`config.mk`:
```
export PLATFORM = sky130hd
export DESIGN_NAME = echo_tof_gate
export DESIGN_NICKNAME = d
export VERILOG_FILES = /design/src/rtl/echo_tof_gate.sv
export SDC_FILE = /design/constraint.sdc
export NUM_CORES = 1
export LEC_CHECK = 0
export BUFFER_PORTS_ARGS = -buffer_cell sky130_fd_sc_hd__buf_4
export CAP_MARGIN = 20
export CORE_ASPECT_RATIO = 1.1
export CORE_MARGIN = 2
export CORE_UTILIZATION = 50
export CTS_BUF_LIST = sky130_fd_sc_hd__clkbuf_8 sky130_fd_sc_hd__clkbuf_16
export CTS_CLUSTER_SIZE = 30
export DETAILED_ROUTE_END_ITERATION = 8
export PLACE_DENSITY = 0.71
export SKIP_LAST_GASP = 1
export SYNTH_ARGS = -nofsm -noshare
export SYNTH_HDL_FRONTEND = slang
export SYNTH_SLANG_ARGS = --single-unit
```
`constraint.sdc`:
```
create_clock -name CLK -period 5.4 [get_ports CLK]
set_input_delay 0.81 -clock CLK [delete_from_list [all_inputs] [get_ports CLK]]
set_output_delay 0.81 -clock CLK [all_outputs]
set_load 0.05 [all_outputs]
```
`src/rtl/echo_tof_gate.sv`:
```
`timescale 1ns/1ps
// echo_tof_gate
// Ultrasonic time-of-flight gate and counter. The transmit-modulation and
// echo inputs are synchronised. A rising edge on the transmit signal starts a
// measurement. The echo is ignored while the transducer rings down (BLANK).
// After that, the echo must stay asserted for MIN_ECHO cycles before it is
// accepted. The flight time is reported in CLK cycles, counted from the
// trigger edge to the echo rise. If no echo is accepted, a timeout is
// reported instead.
//
// Ports
//   CLK          system clock, all logic on posedge
//   RSTn         asynchronous active-low reset
//   enable       1 = measurements allowed, 0 aborts a measurement silently
//   pulse_t      transmit modulation (async), rising edge = trigger
//   pulse_r      echo receiver output (async), polarity set by ECHO_POL
//   test_count   high from the trigger edge until accept/timeout/abort
//   busy         FSM not in IDLE
//   tof_count    last accepted flight time, held until the next accept
//   tof_valid    1-cycle strobe, tof_count updated
//   tof_timeout  1-cycle strobe, no qualified echo before TIMEOUT_CYCLES
//   tof_overrun  1-cycle strobe, trigger seen while busy (trigger ignored)
module echo_tof_gate #(
    parameter int CNT_W          = 16,
    parameter int BLANK_CYCLES   = 100,
    parameter int MIN_ECHO       = 4,
    parameter int TIMEOUT_CYCLES = 5000,
    parameter int ECHO_POL       = 1
) (
    input  logic             CLK,
    input  logic             RSTn,
    input  logic             enable,
    input  logic             pulse_t,
    input  logic             pulse_r,
    output logic             test_count,
    output logic             busy,
    output logic [CNT_W-1:0] tof_count,
    output logic             tof_valid,
    output logic             tof_timeout,
    output logic             tof_overrun
);

    localparam int   QCNT_W  = $clog2(MIN_ECHO + 1);
    localparam logic POL_INV = (ECHO_POL == 0);

    typedef enum logic [1:0] {IDLE, BLANK, LISTEN, QUAL} state_t;

    state_t            state_reg;
    logic [CNT_W-1:0]  cnt_reg;
    logic [CNT_W-1:0]  cand_reg;
    logic [QCNT_W-1:0] qcnt_reg;

    // Bit 0 carries pulse_t, bit 1 carries pulse_r.
    logic [1:0] async_in;
    logic [1:0] sync_s2;
    logic [1:0] sync_s3;

    assign async_in = {pulse_r, pulse_t};

    // Each input gets two synchroniser flops (s1, s2) and one history flop (s3).
    generate
        for (genvar gi = 0; gi < 2; gi++) begin : g_sync
            logic [2:0] sh_reg;
            always_ff @(posedge CLK or negedge RSTn) begin
                if (!RSTn) begin
                    sh_reg <= '0;
                end else begin
                    sh_reg <= {sh_reg[1:0], async_in[gi]};
                end
            end
            assign sync_s2[gi] = sh_reg[1];
            assign sync_s3[gi] = sh_reg[2];
        end
    endgenerate

    logic t_rise;
    logic echo;
    logic echo_prev;
    logic e_rise;

    assign t_rise    = sync_s2[0] & ~sync_s3[0];
    assign echo      = sync_s2[1] ^ POL_INV;
    // The history flop keeps tracking during BLANK. An echo that is already
    // high when LISTEN starts therefore produces no rising edge.
    assign echo_prev = sync_s3[1] ^ POL_INV;
    assign e_rise    = echo & ~echo_prev;

    logic             accept_now;
    logic             timeout_now;
    logic [CNT_W-1:0] accept_val;
    logic [CNT_W-1:0] cnt_inc;

    // When MIN_ECHO is 1, the rise itself qualifies the echo. Otherwise the
    // echo is accepted on the last qualifying cycle in QUAL.
    assign accept_now  = ((state_reg == LISTEN) && e_rise && (MIN_ECHO == 1)) ||
                         ((state_reg == QUAL) && echo &&
                          (qcnt_reg == QCNT_W'(MIN_ECHO - 1)));
    assign accept_val  = (state_reg == LISTEN) ? cnt_reg : cand_reg;
    // If accept and timeout happen in the same cycle, the accept wins.
    assign timeout_now = ((state_reg == LISTEN) || (state_reg == QUAL)) &&
                         (cnt_reg == CNT_W'(TIMEOUT_CYCLES)) && !accept_now;
    assign cnt_inc     = (cnt_reg == CNT_W'(TIMEOUT_CYCLES)) ? cnt_reg
                                                              : cnt_reg + CNT_W'(1);

    assign busy = (state_reg != IDLE);

    always_ff @(posedge CLK or negedge RSTn) begin
        if (!RSTn) begin
            state_reg   <= IDLE;
            cnt_reg     <= '0;
            cand_reg    <= '0;
            qcnt_reg    <= '0;
            test_count  <= 1'b0;
            tof_count   <= '0;
            tof_valid   <= 1'b0;
            tof_timeout <= 1'b0;
            tof_overrun <= 1'b0;
        end else begin
            tof_valid   <= 1'b0;
            tof_timeout <= 1'b0;
            tof_overrun <= 1'b0;
            if (state_reg == IDLE) begin
                if (t_rise && enable) begin
                    state_reg  <= BLANK;
                    cnt_reg    <= CNT_W'(1);
                    test_count <= 1'b1;
                end
            end else if (!enable) begin
                // Abort: return to IDLE with no strobes; tof_count is held.
                state_reg  <= IDLE;
                test_count <= 1'b0;
            end else begin
                // A trigger while busy is only flagged.
                // The running count is not restarted.
                if (t_rise) begin
                    tof_overrun <= 1'b1;
                end
                cnt_reg <= cnt_inc;
                if (accept_now) begin
                    tof_count  <= accept_val;
                    tof_valid  <= 1'b1;
                    test_count <= 1'b0;
                    state_reg  <= IDLE;
                end else if (timeout_now) begin
                    tof_timeout <= 1'b1;
                    test_count  <= 1'b0;
                    state_reg   <= IDLE;
                end else begin
                    case (state_reg)
                        BLANK: begin
                            if (cnt_reg == CNT_W'(BLANK_CYCLES)) begin
                                state_reg <= LISTEN;
                            end
                        end
                        LISTEN: begin
                            if (e_rise) begin
                                cand_reg  <= cnt_reg;
                                qcnt_reg  <= QCNT_W'(1);
                                state_reg <= QUAL;
                            end
                        end
                        QUAL: begin
                            // A drop-out is a glitch. The candidate is
                            // discarded and the count keeps running.
                            if (!echo) begin
                                state_reg <= LISTEN;
                            end else begin
                                qcnt_reg <= qcnt_reg + QCNT_W'(1);
                            end
                        end
                        default: state_reg <= IDLE;
                    endcase
                end
            end
        end
    end

endmodule

```
==> run metrics, run 1 <==
status completed; clock buffer count from CTS 9; Syn Inst Count ~260; actual slew at the worst max-slew pin 774 ps; total routing usage reported by global routing 0.190; R2R cell count 6; GPL Wtd Cong 0.803; initial antenna violation count 0; post_cts resized 0; Worst path slowest cell or4_1; DR vias 1951; grt total ovfl 0; Clk pwr share 0.430; internal power ~0.77 mW; max-cap viol count 0; Crit path max-delay family simple AND/OR/NAND/NOR gates; 1st-iter DRT viols 130; Synth cell types 41; CTS H-tree lvls 3; RSZ-0062 raised after global routing no; Max clock buf depth 2; Post-synth EDFFs 0; Worst Path Max Fanout 16; area of the multi-input gates 1210 µm²; share of the synthesized area in the top cell type 0.542; flops & latches, synth 63; relative slew slack 0.484; hold path start g_sync[1].sh_reg[0]; reg2reg start cnt_reg[0]; Starting Density 0.511; Synth Flop Type dfrtp_1; die width 76.7 µm; post-layout minimum cycle time ~2700 ps; critical path data arrival time just under 3000 ps; Mapped Nets 265; clock sink total 63; Post-synth top cells dfrtp_1 (63), nand2_1 (24), o21ai_0 (20); Post-route DRC 0; final wirelength 5480 µm; DP HPWL 3590 µm; DIE HEIGHT 84 µm; global-route wire length before repair about 9400 µm; Nets 287; setup TNS 0 ps; share of post-route cells with drive strength above 1 0.237; Worst EP required 5630 ps; Max Fclk 369 MHz; worst-path cell chain inv_1 > ha_1 > or4b_1 > or4_1 > nand4_4 > mux2_2; Psw 0.251 mW; Pre-antenna DRT Iters 4; IR drop worst, VDD roughly 0.23 mV; r2r setup slk 2690 ps; Cell Pwr Density 305 nW/µm²; min-delay worst type register to register; post-synthesis instance area 2910 µm²; Root Driver clkbuf_8; largest net degree at the start of global routing 64; slowest stage delay, CP 730 ps; Tot Pwr 1.02 mW; CTS tree built; Synth-to-Final Area Change 15.2%; Area contributors post-synth dfrtp_1 (54%), mux2i_1 (6.5%), mux2_4 (5.2%); Clock transition at path regs 70 ps; area of the die 6440 µm²; # rows 29; Antenna Violating Nets Remaining 0; Core Area 5700 µm²; yosys synthesis warning count 0; count leader, synth dfrtp_1; Buf/Inv on CP 1; Synth area leader dfrtp_1; ratio of final minimum period to clock period 0.502; Comb power frac 0.067; Finish-stage setup viols 0; Hold Crit Endpoint g_sync[1].sh_reg[1]; asr flop ratio synth 1.00; part of the power in registers 0.504; Startpoint Class register; final slew viol count 0; Reg area 1580 µm²; Reg-to-Reg End cand_reg[0]; clk_lat worst skew 340 ps; DR WL/cell 15.2 µm; post-synthesis sequential area ratio 0.542; vias per std cell 5.42; vias in the first global route about 1900; Ports 26; Sw Share 0.246; Final Hold Vio Count 0; skew final slightly above 7 ps; crit path kind register to register; post-cts hold buffer count 0; syn avg cell area 11.4 µm²; Setup Fix Bufs, Post-CTS 0; Antenna Cells 0; Worst setup EP type register; port bufs 25; design area ~3400 µm²; Leak roughly 1.5 nW; fill cell count between 400 and 500; Cell Area, Placed between 3000 and 4000 µm²; Hold Crit Depth 0
[cells by family (layout without fill, tap and decap cells)]
kind of cell	after synthesis	after routing	share of synthesized area
XOR/XNOR	8	8	0.0241
buffers and inverters	24	51	0.0417
AO/OA/AOI/OAI	32	32	0.0654
adder cells (fa/ha/maj)	4	4	0.0172
flip-flops	63	63	0.542
AND/OR/NAND/NOR	88	88	0.162
multiplexers	37	37	0.148
[power by group through the flow]
stage,combinational (mW),sequential [mW],clock (mW)
after CTS,0.0686,0.514,0.445
final,0.0680,0.514,0.439
after global placement,0.0670,0.520,0
after detailed placement,0.0681,0.523,0
after floorplan,0.0454,0.515,0
after global routing,0.0756,0.517,0.478
[per-stage QoR]
step	util	hold WS (ps)	setup WS (ps)	instances
after global placement	0.544	336	2760	341
after floorplan	-	331	2970	256
after CTS	0.584	357	2690	358
after detailed placement	0.547	339	2700	342
final	0.588	353	2690	360
after global routing	0.588	363	2560	360
[layer usage]
layer | track usage | routed length [µm] | up-vias
li1 | - | - | 951
met1 | 0.253 | 2590 | 951
met2 | 0.290 | 2600 | 38
met3 | 0.0584 | 184 | 11
met4 | 0.0777 | 102 | 0
met5 | 0 | 0 | -
[worst register-to-register path, stage by stage (launching register included)]
cell     delay, ps
dfrtp_1        460
inv_1           90
ha_1           130
or4b_1         450
or4_1          730
nand4_4        360
mux2_2         380
[placed cells by master, fill, tap and decap left out, types with 3 or more instances in the layout]
cell type / count
clkbuf_8: 9
nand2_1: 24
nor3_1: 5
nand3_1: 11
mux2_4: 10
nor4_1: 5
mux2_2: 8
xnor2_1: 7
inv_1: 8
nand4_1: 9
ha_1: 4
nor2_1: 13
buf_4: 26
or4_1: 3
o21ai_0: 20
dfrtp_1: 63
mux2i_1: 19
[cell type report]
cell class                      instances  share of cell area
Clock buffer                            9              0.0370
Sequential cell                        63               0.471
Clock inverter                          7              0.0265
Timing Repair Buffer                   28              0.0672
Tap cell                               77              0.0288
Multi-Input combinational cell        169               0.362
Inverter                                7             0.00784
[worst max path at each step]
stage / startpoint / endpoint / slack, ps / cells past startpoint
floorplan: cnt_reg[0] / cand_reg[10] / 2970 / 8
global placement: cnt_reg[0] / cand_reg[5] / 2760 / 6
detailed placement: cnt_reg[0] / cand_reg[0] / 2700 / 6
CTS: cnt_reg[0] / cand_reg[0] / 2690 / 6
global route: cnt_reg[0] / cand_reg[0] / 2560 / 6
finish: cnt_reg[0] / cand_reg[0] / 2690 / 6
No activity file was read; power rests on OpenSTA's default activity.
==> inputs of run 2 (changes only) <==
--- a/config.mk
+++ b/config.mk
@@ -13,7 +13,7 @@
 export CTS_BUF_LIST = sky130_fd_sc_hd__clkbuf_8 sky130_fd_sc_hd__clkbuf_16
 export CTS_CLUSTER_SIZE = 30
 export DETAILED_ROUTE_END_ITERATION = 8
-export PLACE_DENSITY = 0.71
+export PLACE_DENSITY = 0.74
 export SKIP_LAST_GASP = 1
 export SYNTH_ARGS = -nofsm -noshare
 export SYNTH_HDL_FRONTEND = slang
==> constraint.sdc (replaced) <==
create_clock -name CLK -period 2.2 [get_ports CLK]
set_input_delay 0.33 -clock CLK [delete_from_list [all_inputs] [get_ports CLK]]
set_output_delay 0.33 -clock CLK [all_outputs]
set_load 0.05 [all_outputs]
==> run metrics, run 2 (synthesis results as in run 1) <==
Finish-stage setup viols 4 (+4); Root Driver clkbuf_8; clock buffer count from CTS 9 (unchanged); Worst EP required 2420 ps (-3210 ps); RSZ-0062 raised after global routing yes; clock sink total 63 (unchanged); clk_lat worst skew 340 ps (about the same); non-filler cells, final 385 (+6.9%); failing checks setup timing; largest net degree at the start of global routing 64 (unchanged); Ports 26 (unchanged); Antenna Cells 0 (unchanged); vias in the first global route 2093 (+8.8%); Worst setup EP type register; min-delay worst type input pin to async pin; r2r setup slk -10 ps (-2700 ps); Nets 312 (+8.7%); Starting Density 0.511 (unchanged); DIE HEIGHT 84 µm (unchanged); final slew viol count 0 (unchanged); Post-route DRC 0 (unchanged); Finished Core Util 0.628 (+0.0402); Max Fclk 452 MHz (+23%); Core Area 5700 µm² (unchanged); vias per std cell 5.45 (+0.55%); Final Hold Vio Count 0 (unchanged); CTS tree built; worst setup margin -10.7 ps (-2700 ps); global-route wire length before repair 10100 µm (+7.2%); share of post-route cells with drive strength above 1 0.315 (+0.0782); DP HPWL 3870 µm (+7.8%); 1st-iter DRT viols 65 (-50%); Worst Path Max Fanout 6 (-10); ratio of final minimum period to clock period 1.00 (+0.503); initial antenna violation count 0 (unchanged); R2R cell count 7 (+1); skew final 10.0 ps (+2.91 ps); DR WL/cell 14.9 µm (-1.8%); CTS H-tree lvls 3 (unchanged); final wirelength 5750 µm (+5.0%); Tot Pwr 2.50 mW (+150%); relative slew slack 0.483 (-0.000556); most frequent cells in the layout dfrtp_1 (63), buf_4 (50), nand2_1 (24); Startpoint Class register; Leak 1.68 nW (+9.7%); post-cts hold buffer count 0 (unchanged); reg2reg start cnt_reg[1]; Pre-antenna DRT Iters 4 (unchanged); total routing usage reported by global routing 0.197 (+0.00647); post-layout minimum cycle time 2210 ps (-501 ps); area of the die 6440 µm² (unchanged); critical path startpoint cnt_reg[1]; Cell Pwr Density 699 nW/µm² (+130%); GPL Wtd Cong 0.869 (+8.1%); actual slew at the worst max-slew pin 775 ps (+0.835 ps); commonest non-fill, non-tap cell in the layout dfrtp_1; IR drop worst, VDD 0.600 mV (+160%); critical path data arrival time 2430 ps (-510 ps); setup TNS -36.0 ps (-36.0 ps); Clock transition at path regs 70 ps (about the same); DR vias 2098 (+7.5%); # placed instances 363 (+6.1%); crit path kind register to register; die width 76.7 µm (unchanged); Antenna Violating Nets Remaining 0 (unchanged); status finished with violations; Max clock buf depth 2 (unchanged); max-cap viol count 0 (unchanged); grt total ovfl 0 (unchanged); Reg-to-Reg End cand_reg[1]; # rows 29 (unchanged); Synth-to-Final Area Change 23.1%; port bufs 25 (unchanged)
run 2: cell types whose count changed in the layout (fill, tap and decap cells not counted), sizes merged:
cell	before	now
buf	28	53
clkinvlp	2	1
clkinv	2	1
inv	8	10
bufinv	2	1
clkbuf	9	10
run 2: routing by layer:
layer,vias up,GRT usage,wire [µm],share of wire
met2,49,0.302,2710,0.47
met1,1035,0.260,2640,0.46
met4,0,0.0959,155,0.027
met5,-,0,0,0
met3,13,0.0498,244,0.042
li1,1001,-,-,-
run 2: stage by stage:
step | setup WS, ps | cell area (µm²) | hold WS (ps)
floorplan | -166 | 2920 | 34.4
global placement | -63.1 | 3270 | 335
detailed placement | -125 | 3270 | 338
CTS | 1.48 | 3530 | 91.3
global route | -50.4 | 3580 | 80.6
finish | -10.7 | 3580 | 64.2
run 2: final cells by class:
cell class,instances,area [µm²]
multi-input cells,169,1260
well taps,77,96.3
clock inverters,6,53.8
fillers,444,2120
flip-flops and latches,63,1580
repair buffers,53,427
inverters,7,26.3
clock buffers,10,138
run 2: report_power, final:
| part | switching (mW) | internal (mW) |
|---|---|---|
| registers | 0.0296 | 1.20 |
| clock network | 0.437 | 0.540 |
| logic | 0.167 | 0.131 |
| total | 0.633 | 1.87 |
run 2: repair_timing:
action                                  4_1_cts  5_1_grt
endpoints found under the hold margin         0        0
setup buffers                                 4        2
pin swaps                                     0        1
resized for setup                             5        8
endpoints found under the setup margin       21       21
run 2: how the worst max path moves through the flow:
stage,cells past startpoint,end
global route,7,cand_reg[11]
finish,7,cand_reg[1]
floorplan,7,cand_reg[10]
detailed placement,6,cand_reg[3]
CTS,5,cand_reg[3]
global placement,6,cand_reg[5]
run 2: worst max-delay path, cell delays in order, from the launching register on:
cell and delay (ps):
dfrtp_1 400, inv_2 80, ha_4 110, or4b_4 450, or4_4 460, nand4_4 150, buf_12 130, mux2_2 320
